<file path="src/rtl/multi_4bits.sv">
// Unsigned bits x bits shift-and-add multiplier; any operand change restarts the computation.
// Define MULTI_4BITS_VALID_EN to add valid_o, high when Product_o matches the present operands.
module multi_4bits #(
  parameter int bits = 4
) (
  input  logic              clk,
  input  logic              rst,
  input  logic [bits-1:0]   A,
  input  logic [bits-1:0]   B,
  output logic [2*bits-1:0] Product_o
`ifdef MULTI_4BITS_VALID_EN
  ,
  output logic              valid_o
`endif
);

  localparam int CW = (bits > 1) ? $clog2(bits) : 1;

  typedef enum logic [1:0] {
    IDLE,
    CALC,
    DONE
  } state_t;

  state_t              state, state_nxt;
  logic [bits-1:0]     a_q, a_nxt;
  logic [bits-1:0]     b_q, b_nxt;
  logic [2*bits-1:0]   acc, acc_nxt;
  logic [2*bits-1:0]   prod_nxt;
  logic [2*bits-1:0]   addend;
  logic [CW-1:0]       cnt, cnt_nxt;
  logic                changed;

  assign changed = ({A, B} != {a_q, b_q});
  assign addend  = {{bits{1'b0}}, a_q} << cnt;

`ifdef MULTI_4BITS_VALID_EN
  assign valid_o = (state == IDLE) && !changed;
`endif

  // Any operand change recaptures and restarts; Product_o moves only on a clean DONE.
  always_comb begin
    state_nxt = state;
    a_nxt     = a_q;
    b_nxt     = b_q;
    acc_nxt   = acc;
    cnt_nxt   = cnt;
    prod_nxt  = Product_o;
    if (changed) begin
      a_nxt     = A;
      b_nxt     = B;
      acc_nxt   = '0;
      cnt_nxt   = '0;
      state_nxt = CALC;
    end else begin
      case (state)
        IDLE: state_nxt = IDLE;
        CALC: begin
          if (b_q[cnt]) acc_nxt = acc + addend;
          cnt_nxt = cnt + CW'(1);
          if (cnt == CW'(bits - 1)) state_nxt = DONE;
        end
        DONE: begin
          prod_nxt  = acc;
          state_nxt = IDLE;
        end
        default: state_nxt = IDLE;
      endcase
    end
  end

  always_ff @(posedge clk) begin
    if (!rst) begin
      state     <= IDLE;
      a_q       <= '0;
      b_q       <= '0;
      acc       <= '0;
      cnt       <= '0;
      Product_o <= '0;
    end else begin
      state     <= state_nxt;
      a_q       <= a_nxt;
      b_q       <= b_nxt;
      acc       <= acc_nxt;
      cnt       <= cnt_nxt;
      Product_o <= prod_nxt;
    end
  end

endmodule

</file>
<file path="config.mk">
export PLATFORM = sky130hd
export DESIGN_NAME = multi_4bits
export DESIGN_NICKNAME = d
export VERILOG_FILES = /design/src/rtl/multi_4bits.sv
export SDC_FILE = /design/constraint.sdc
export NUM_CORES = 1
export LEC_CHECK = 0
export CORE_UTILIZATION = 40
export CTS_BUF_LIST = sky130_fd_sc_hd__clkbuf_8
export CTS_CLUSTER_SIZE = 28
export DETAILED_ROUTE_END_ITERATION = 6
export SLEW_MARGIN = 10
export SYNTH_ARGS = -nofsm -noshare
export SYNTH_HDL_FRONTEND = slang
export SYNTH_SLANG_ARGS = --single-unit
</file>
<file path="constraint.sdc">
create_clock -name clk -period 4.3 [get_ports clk]
set_input_delay 0.86 -clock clk [delete_from_list [all_inputs] [get_ports clk]]
set_output_delay 0.86 -clock clk [all_outputs]
set_load 0.02 [all_outputs]
</file>
# After elaboration in Yosys (flattened, before gate mapping)
# Index checks and enable logic that the tools add are counted.
# W data, S select, Z words.
# totals
reg_bits	28
inputBits	10
output_inout_bits	8
word_cells	28
# op_classes
n_addsub	2
magnitude_cmp	1
n_eq_ne	5
n_shift	1
n_mux	5
bitwise_logic	3
n_reduce_logical	4
# ops
cell	n
$add A8 B8 Y8	1
$ne A8 B8 Y1	1
$shl A4 B2 Y8	1
$eq A2 B2 Y1 const B	2
$mux W1	4
$reduce_and A2 Y1	2
$lt A2 B3 Y1 const B	1
$ne A3 B3 Y1 const B	1
$not A1 Y1	3
$reduce_or A3 Y1	1
$add A2 B1 Y2 const B	1
$bmux W1 S2	1
$eq A2 B1 Y1 const B	1
$reduce_or A2 Y1	1

# Longest topological paths before layout
# Gate-level depths: netlist of run 1.
# logic_depth
depth_word	4
ltp_mapped	11
depth_no_buf	10

# Least setup slack after synthesis of run 1
# OpenSTA, ideal clock, no wires.
# synth_timing
path_kind	register -> register
start	register cnt[0]
end	register acc[6]
arrival_ns	1.960
t_required_ns	4.168
setup_slack_ns	2.208
stages_incl_launch_ff	10
synth_period_minus_slack_ns	2.092
path_cell_list	dfxtp_1 -> buf_6 -> mux2i_1 -> or2_2 -> fa_1 -> nand2b_1 -> a21oi_1 -> mux2i_1 -> a21o_1 -> a21oi_1
# synth_between
elab_chain_len	3
# synth_rtl
element	line_no	text
start: declaration	31	logic [CW-1:0] cnt, cnt_nxt;
start signal: assignment	85	cnt <= cnt_nxt;
parallel branches: the longest is 3 deep, another holds $add A8 B8 Y8	-	
end signal: assignment	84	acc <= acc_nxt;
end: declaration	28	logic [2*bits-1:0] acc, acc_nxt;
# Several ways; the timed one is not identified. The select of a mux whose other input is x is not followed.
# A chain may end at the register's enable or synchronous reset.

# Worst setup path in the final report of run 1
# layout_timing
start	register cnt[0]
end	register acc[5]
# The elaborated chain is that of the path after synthesis.

==> results of run 1 <==
final cells by class:
type	count	area, um^2	share of cell area
multi-input combinational	127	880	0.504
sequential	28	561	0.321
timing repair buffer	17	170	0.0975
tap	46	57.6	0.0330
clock buffer	4	55.1	0.0315
inverter	6	22.5	0.0129
worst max path at each step:
stage	slack (ns)	endpoint	cells past startpoint
floorplan	2.21	acc[6]	9
global placement	1.74	acc[5]	3
detailed placement	1.68	Product_o[2]	6
CTS	1.81	acc[5]	9
global route	1.57	acc[7]	8
finish	1.81	acc[5]	9
flip-flops by register name, indices dropped and copies added (netlist names):
signal     flops
state          2
acc            8
a_q            4
Product_o      8
cnt            2
b_q            4
per-layer routing:
layer | global-route usage | share of wire | vias up
met2 | 0.271 | 0.50 | 21
met3 | 0.0344 | 0.031 | 2
li1 | - | - | 598
met4 | 0.0369 | 0.0042 | 0
met1 | 0.204 | 0.47 | 530
met5 | 0 | 0 | -
power by group through the flow:
stage | Clock [mW] | Sequential, mW | Combinational (mW)
4_1_cts | 0.169 | 0.267 | 0.0368
6_report | 0.160 | 0.267 | 0.0363
2_1_floorplan | 0 | 0.272 | 0.0249
3_5_place_dp | 0 | 0.273 | 0.0365
3_3_place_gp | 0 | 0.273 | 0.0359
5_1_grt | 0.177 | 0.268 | 0.0404
logic make-up (layout without fill, tap and decap cells):
family / after synthesis / count (layout)
DFF: 28 / 28
xor gates and xnor gates: 11 / 11
buffers and inverters: 14 / 27
AOI/OAI and AO/OA: 25 / 25
adders and majority gates: 9 / 9
muxes: 17 / 17
and+or+nand+nor: 65 / 65
stage by stage:
step,util,hold WS [ns]
2_1_floorplan,-,0.447
3_3_place_gp,0.487,0.443
3_5_place_dp,0.487,0.451
4_1_cts,0.503,0.470
5_1_grt,0.503,0.498
6_report,0.503,0.463
worst reg2reg max path, delay by kind of cell, from the launching register on:
kind,cells,cell delay [ns]
AOI/OAI and AO/OA,5,0.77
DFF,1,0.58
and+or+nand+nor,1,0.11
adders and majority gates,1,0.26
muxes,2,0.66
cells in the final DEF, fill, tap and decap left out, types with 2 or more instances in the layout:
master            n
nor2_1           17
dfxtp_1          28
mux2i_1          15
nand4_1           2
xnor2_1          10
a21o_1            2
ha_1              8
nand2_1          22
and2_1            8
clkdlybuf4s50_1  17
nand2b_1          3
o21ai_0           3
nor3_1            4
nor2b_1           4
a21oi_1           9
inv_1             6
clkbuf_8          4
==> flow_metrics.tcl, run 1 <==
set metrics [dict create \
    max-cap-violations 0 \
    report.final.slew_viol_count 0 \
    cpPeakStageDelay_ns 0.58 \
    swShare 0.211 \
    htreeDepth 1 \
    num_vias 1151 \
    grt-ovfl-total 0 \
    cp_cell_sequence "mux2_2, nor2_1, a21oi_1, ha_1, a211o_1, o211ai_1, mux2i_1, a21o_1, a21oi_1" \
    ys_ff_latch 28 \
    final_nets 202 \
    cts_hold_buffers 0 \
    whs_endpoint "Product_o[5]" \
    hold_viol_final 0 \
    grt_pass1_wl_mm 5.11 \
    arrival_ns 2.64 \
    cts.path.max_buffers 2 \
    synthesis.area_um2 1510 \
    ys_types 39 \
    ant_nets 0 \
    drt-pass1-iter-count 4 \
    setup_violations 0 \
    endpoint_kind "flip-flop" \
    rsz0062_at_grt "no" \
    fin_ws_ns 1.81 \
    cp_top_family "compound AO/OA/AOI/OAI gates" \
    pre_cts_ws_ns 1.68 \
    synth-compound-area-share 0.112 \
    grt_usage 0.160 \
    synth_top_family_by_area "simple AND/OR/NAND/NOR gates" \
    critPathMaxFanout 9 \
    setup_tns_ns 0 \
    stdcell_count 228 \
    netlist_instances 169 \
    hold_class "reg -> reg" \
    required_ns 4.45 \
    synth-xor-area-share 0.0637 \
    drive_gt1_frac 0.0495 \
    crit_path_top_delay_cell "dfxtp_1" \
    clk_pin_slew_ns 0.09 \
    finalPower_mw 0.463 \
    area_growth_pct 15.4 \
    crit_start "cnt[0]" \
    synth_simple_gate_area_share 0.205 \
    yosys.area.top_type_share 0.371 \
    critical_path_class "reg -> reg" \
    fp.coreArea_um2 3470 \
    reg2reg_slack_ns 1.81 \
    min_period_ns 2.49 \
    p_int_mw 0.366 \
    post_cts_buffers 0 \
    yosysSeqAreaShare 0.371 \
    via_per_inst 5.05 \
    drcViolationCount 0 \
    final_area_um2 1750 \
    skew_ns 0.00271 \
    synth_ff_type "dfxtp_1" \
    p_leak_nw 0.698 \
    dpl.cell_count 224 \
    grt_max_degree 27 \
    synth_edf_count 0 \
    synth_area_leader_cell "dfxtp_1" \
    start_kind "flip-flop" \
    syn_nets 188 \
    synth_area_leaders "dfxtp_1 (37%), mux2i_1 (9.9%), ha_1 (6.6%)" \
    io_pins 18 \
    rows 21 \
    die_h_um 63.5 \
    dp_hpwl_mm 2.17 \
    wl_per_cell_um 12.5 \
    r2r-end "acc[5]" \
    synth_commonest_cells "dfxtp_1 (28), nand2_1 (22), nor2_1 (17)" \
    cts_tree "done" \
    cts_root_buffer "clkbuf_8" \
    ys_warn_count 0 \
    critPathMostFrequentCell "a21oi_1" \
    hp-start "Product_o[5]" \
    clock_latency_ns 0.27 \
    dieArea_um2 4030 \
    period_share 0.580 \
    comb_power_share 0.078 \
    r2r-start "cnt[0]" \
    initial_core_util 0.436 \
    gp_congestion 0.735 \
    drtIter0Drc 32 \
    clkSinkCount 28 \
    insertedDiodeCount 0 \
    die_x_um 63.5 \
    reg2regPathDepth 9 \
    synth-adder-area-share 0.0794 \
    ir_drop_uv 211 \
    place_area_um2 1690 \
    slew_headroom 0.470 \
    wl_mm 2.85 \
    outcome "finished, final reports clean" \
    netSwitchingPower_mw 0.0979 \
    power_density_nw_per_um2 266 \
    worst_slew_pin_slew_ns 0.792 \
    io_buffers 17 \
    synth.most_common_cell "dfxtp_1" \
    share_seq_of_total_power 0.577 \
    cts_resized 0 \
    num-fill-cells 350 \
    grt_pass1_vias 1159 \
    synthMuxAreaShare 0.122 \
    synthArstFlopShare 0 \
    min_path_cells 2 \
    clkPwrFrac 0.345 \
    avgSynthCellArea_um2 8.95 \
    antenna_found_initial 0 \
    cp_num_buf_inv 0 \
    numCtsBuffers 3 \
    fmax_mhz 401 \
]
No activity file was read; power rests on OpenSTA's default activity.
==> run 2: changes to the inputs <==
==> constraint.sdc (replaced) <==
create_clock -name clk -period 2.2 [get_ports clk]
set_input_delay 0.44 -clock clk [delete_from_list [all_inputs] [get_ports clk]]
set_output_delay 0.44 -clock clk [all_outputs]
set_load 0.02 [all_outputs]
==> run 2 against run 1 <==
Global-route usage is 0.27 points higher. Hold slack worse by 0.0019 ns. Clock power grew 98%. Via count increased by 7.6%. Total power rose by 99%. Highest routed layer unchanged. Cell area rose by 16%. Register-to-register slack worse by 1.7 ns. Count of clock-buffer cells in the layout did not move. Utilization is 7.9 points higher.
==> flow_metrics.tcl, run 2 (synthesis gave the netlist of run 1 again) <==
set metrics [dict create \
    outcome "finished, final reports clean" \
    hold_viol_final 0 \
    share_seq_of_total_power 0.565 \
    drtIter0Drc 63 \
    hold_class "reg -> reg" \
    grt_usage 0.162 \
    endpoint_kind "flip-flop" \
    period_share 0.963 \
    cts_tree "done" \
    io_pins 18 \
    die_x_um 63.5 \
    dieArea_um2 4030 \
    gp_congestion 0.788 \
    ir_drop_uv 223 \
    io_buffers 17 \
    ant_nets 0 \
    setup_violations 0 \
    clk_pin_slew_ns 0.09 \
    gr-usage-met3 0.0272 \
    dp_hpwl_mm 2.22 \
    grt_pass1_vias 1181 \
    max-cap-violations 0 \
    final_area_um2 2020 \
    arrival_ns 2.28 \
    cts_root_buffer "clkbuf_8" \
    top_regs "Product_o (8), acc (8)" \
    top_usage_layer "met2" \
    numCtsBuffers 3 \
    clock_latency_ns 0.27 \
    clkSinkCount 28 \
    final_nets 221 \
    critPathMaxFanout 5 \
    num_vias 1239 \
    grt_max_degree 16 \
    via_per_inst 5.02 \
    rows 21 \
    fmax_mhz 472 \
    place_area_um2 1790 \
    cts.path.max_buffers 2 \
    die_h_um 63.5 \
    start_kind "flip-flop" \
    wl_per_cell_um 12.3 \
    netSwitchingPower_mw 0.201 \
    grt_pass1_wl_mm 5.07 \
    final_common_cell "dfxtp_1" \
    p_leak_nw 0.803 \
    grt-ovfl-total 0 \
    drt-pass1-iter-count 4 \
    drcViolationCount 0 \
    slew_headroom 0.653 \
    fp.coreArea_um2 3470 \
    final_util 0.582 \
    rsz0062_at_grt "yes" \
    hp-start "Product_o[4]" \
    min_period_ns 2.12 \
    power_density_nw_per_um2 458 \
    area_growth_pct 33.4 \
    p_int_mw 0.724 \
    comb_power_share 0.092 \
    wl_mm 3.03 \
    antenna_found_initial 0 \
    required_ns 2.36 \
    critical_path_class "reg -> reg" \
    swShare 0.217 \
    insertedDiodeCount 0 \
    use_met1 0.216 \
    grt_use_met2 0.253 \
    r2r-start "cnt[0]" \
    final_cell_mix "dfxtp_1 (24), nand2_1 (21), clkdlybuf4s50_1 (17), buf_4 (17), nor2_1 (16)" \
    report.final.slew_viol_count 0 \
    drive_gt1_frac 0.244 \
    crit_start "cnt[0]" \
    initial_core_util 0.436 \
    htreeDepth 1 \
    clkPwrFrac 0.343 \
    worst_slew_pin_slew_ns 0.519 \
    skew_ns 0.00301 \
]
run 2: path summary, 6_finish.rpt:
path	slack (ns)	cells past startpoint	end
setup / recovery	0.08	11	acc[7]
hold / removal	0.46	2	Product_o[4]
setup reg to reg	0.08	11	acc[7]
hold reg to reg	0.46	2	Product_o[4]
run 2: per-stage QoR:
stage	hold slack (ns)	setup TNS, ns	worst slack, ns	std cells	power [mW]
after global routing	0.502	-0.129	-0.0687	247	0.975
after detailed placement	0.450	0	0.0273	237	0.608
after global placement	0.448	0	0.0193	237	0.606
final	0.461	0	0.0821	247	0.925
after CTS	0.464	0	0.00631	241	0.926
after floorplan	0.447	0	0.108	169	0.581
run 2: worst max-delay path: stages (launching register included):
cell and delay, ns:
dfxtp_4 0.39, mux2i_2 0.26, or2_4 0.17, inv_2 0.04, ha_4 0.24, a211o_1 0.12, o211ai_1 0.09, buf_4 0.15
buf_6 0.11, a211oi_4 0.23, xnor2_1 0.14, nor2_1 0.05
run 2: final cells by class:
class                           instances  area, um^2
Sequential cell                        28         568
Tap cell                               46        57.6
Fill cell                             327        1450
Timing Repair Buffer                   36         320
Clock buffer                            4        55.1
Multi-Input combinational cell        127         995
Inverter                                6        22.5
run 2: repair_timing:
action	4_1_cts	5_1_grt
setup buffers	0	6
gates resized for setup	0	31
hold buffers	0	0
endpoints found under the setup margin	0	3
run 2: power groups by stage:
| stage | sequential (mW) | clock (mW) | combinational, mW |
|---|---|---|---|
| floorplan | 0.532 | 0 | 0.0487 |
| global placement | 0.534 | 0 | 0.0722 |
| detailed placement | 0.534 | 0 | 0.0733 |
| CTS | 0.523 | 0.329 | 0.0740 |
| global route | 0.524 | 0.356 | 0.0946 |
| finish | 0.522 | 0.317 | 0.0854 |
run 2: routing by layer:
| metal | up-vias | share of wire |
|---|---|---|
| met1 | 573 | 0.50 |
| met5 | - | 0 |
| met4 | 0 | 0.016 |
| li1 | 639 | - |
| met3 | 5 | 0.025 |
| met2 | 22 | 0.46 |
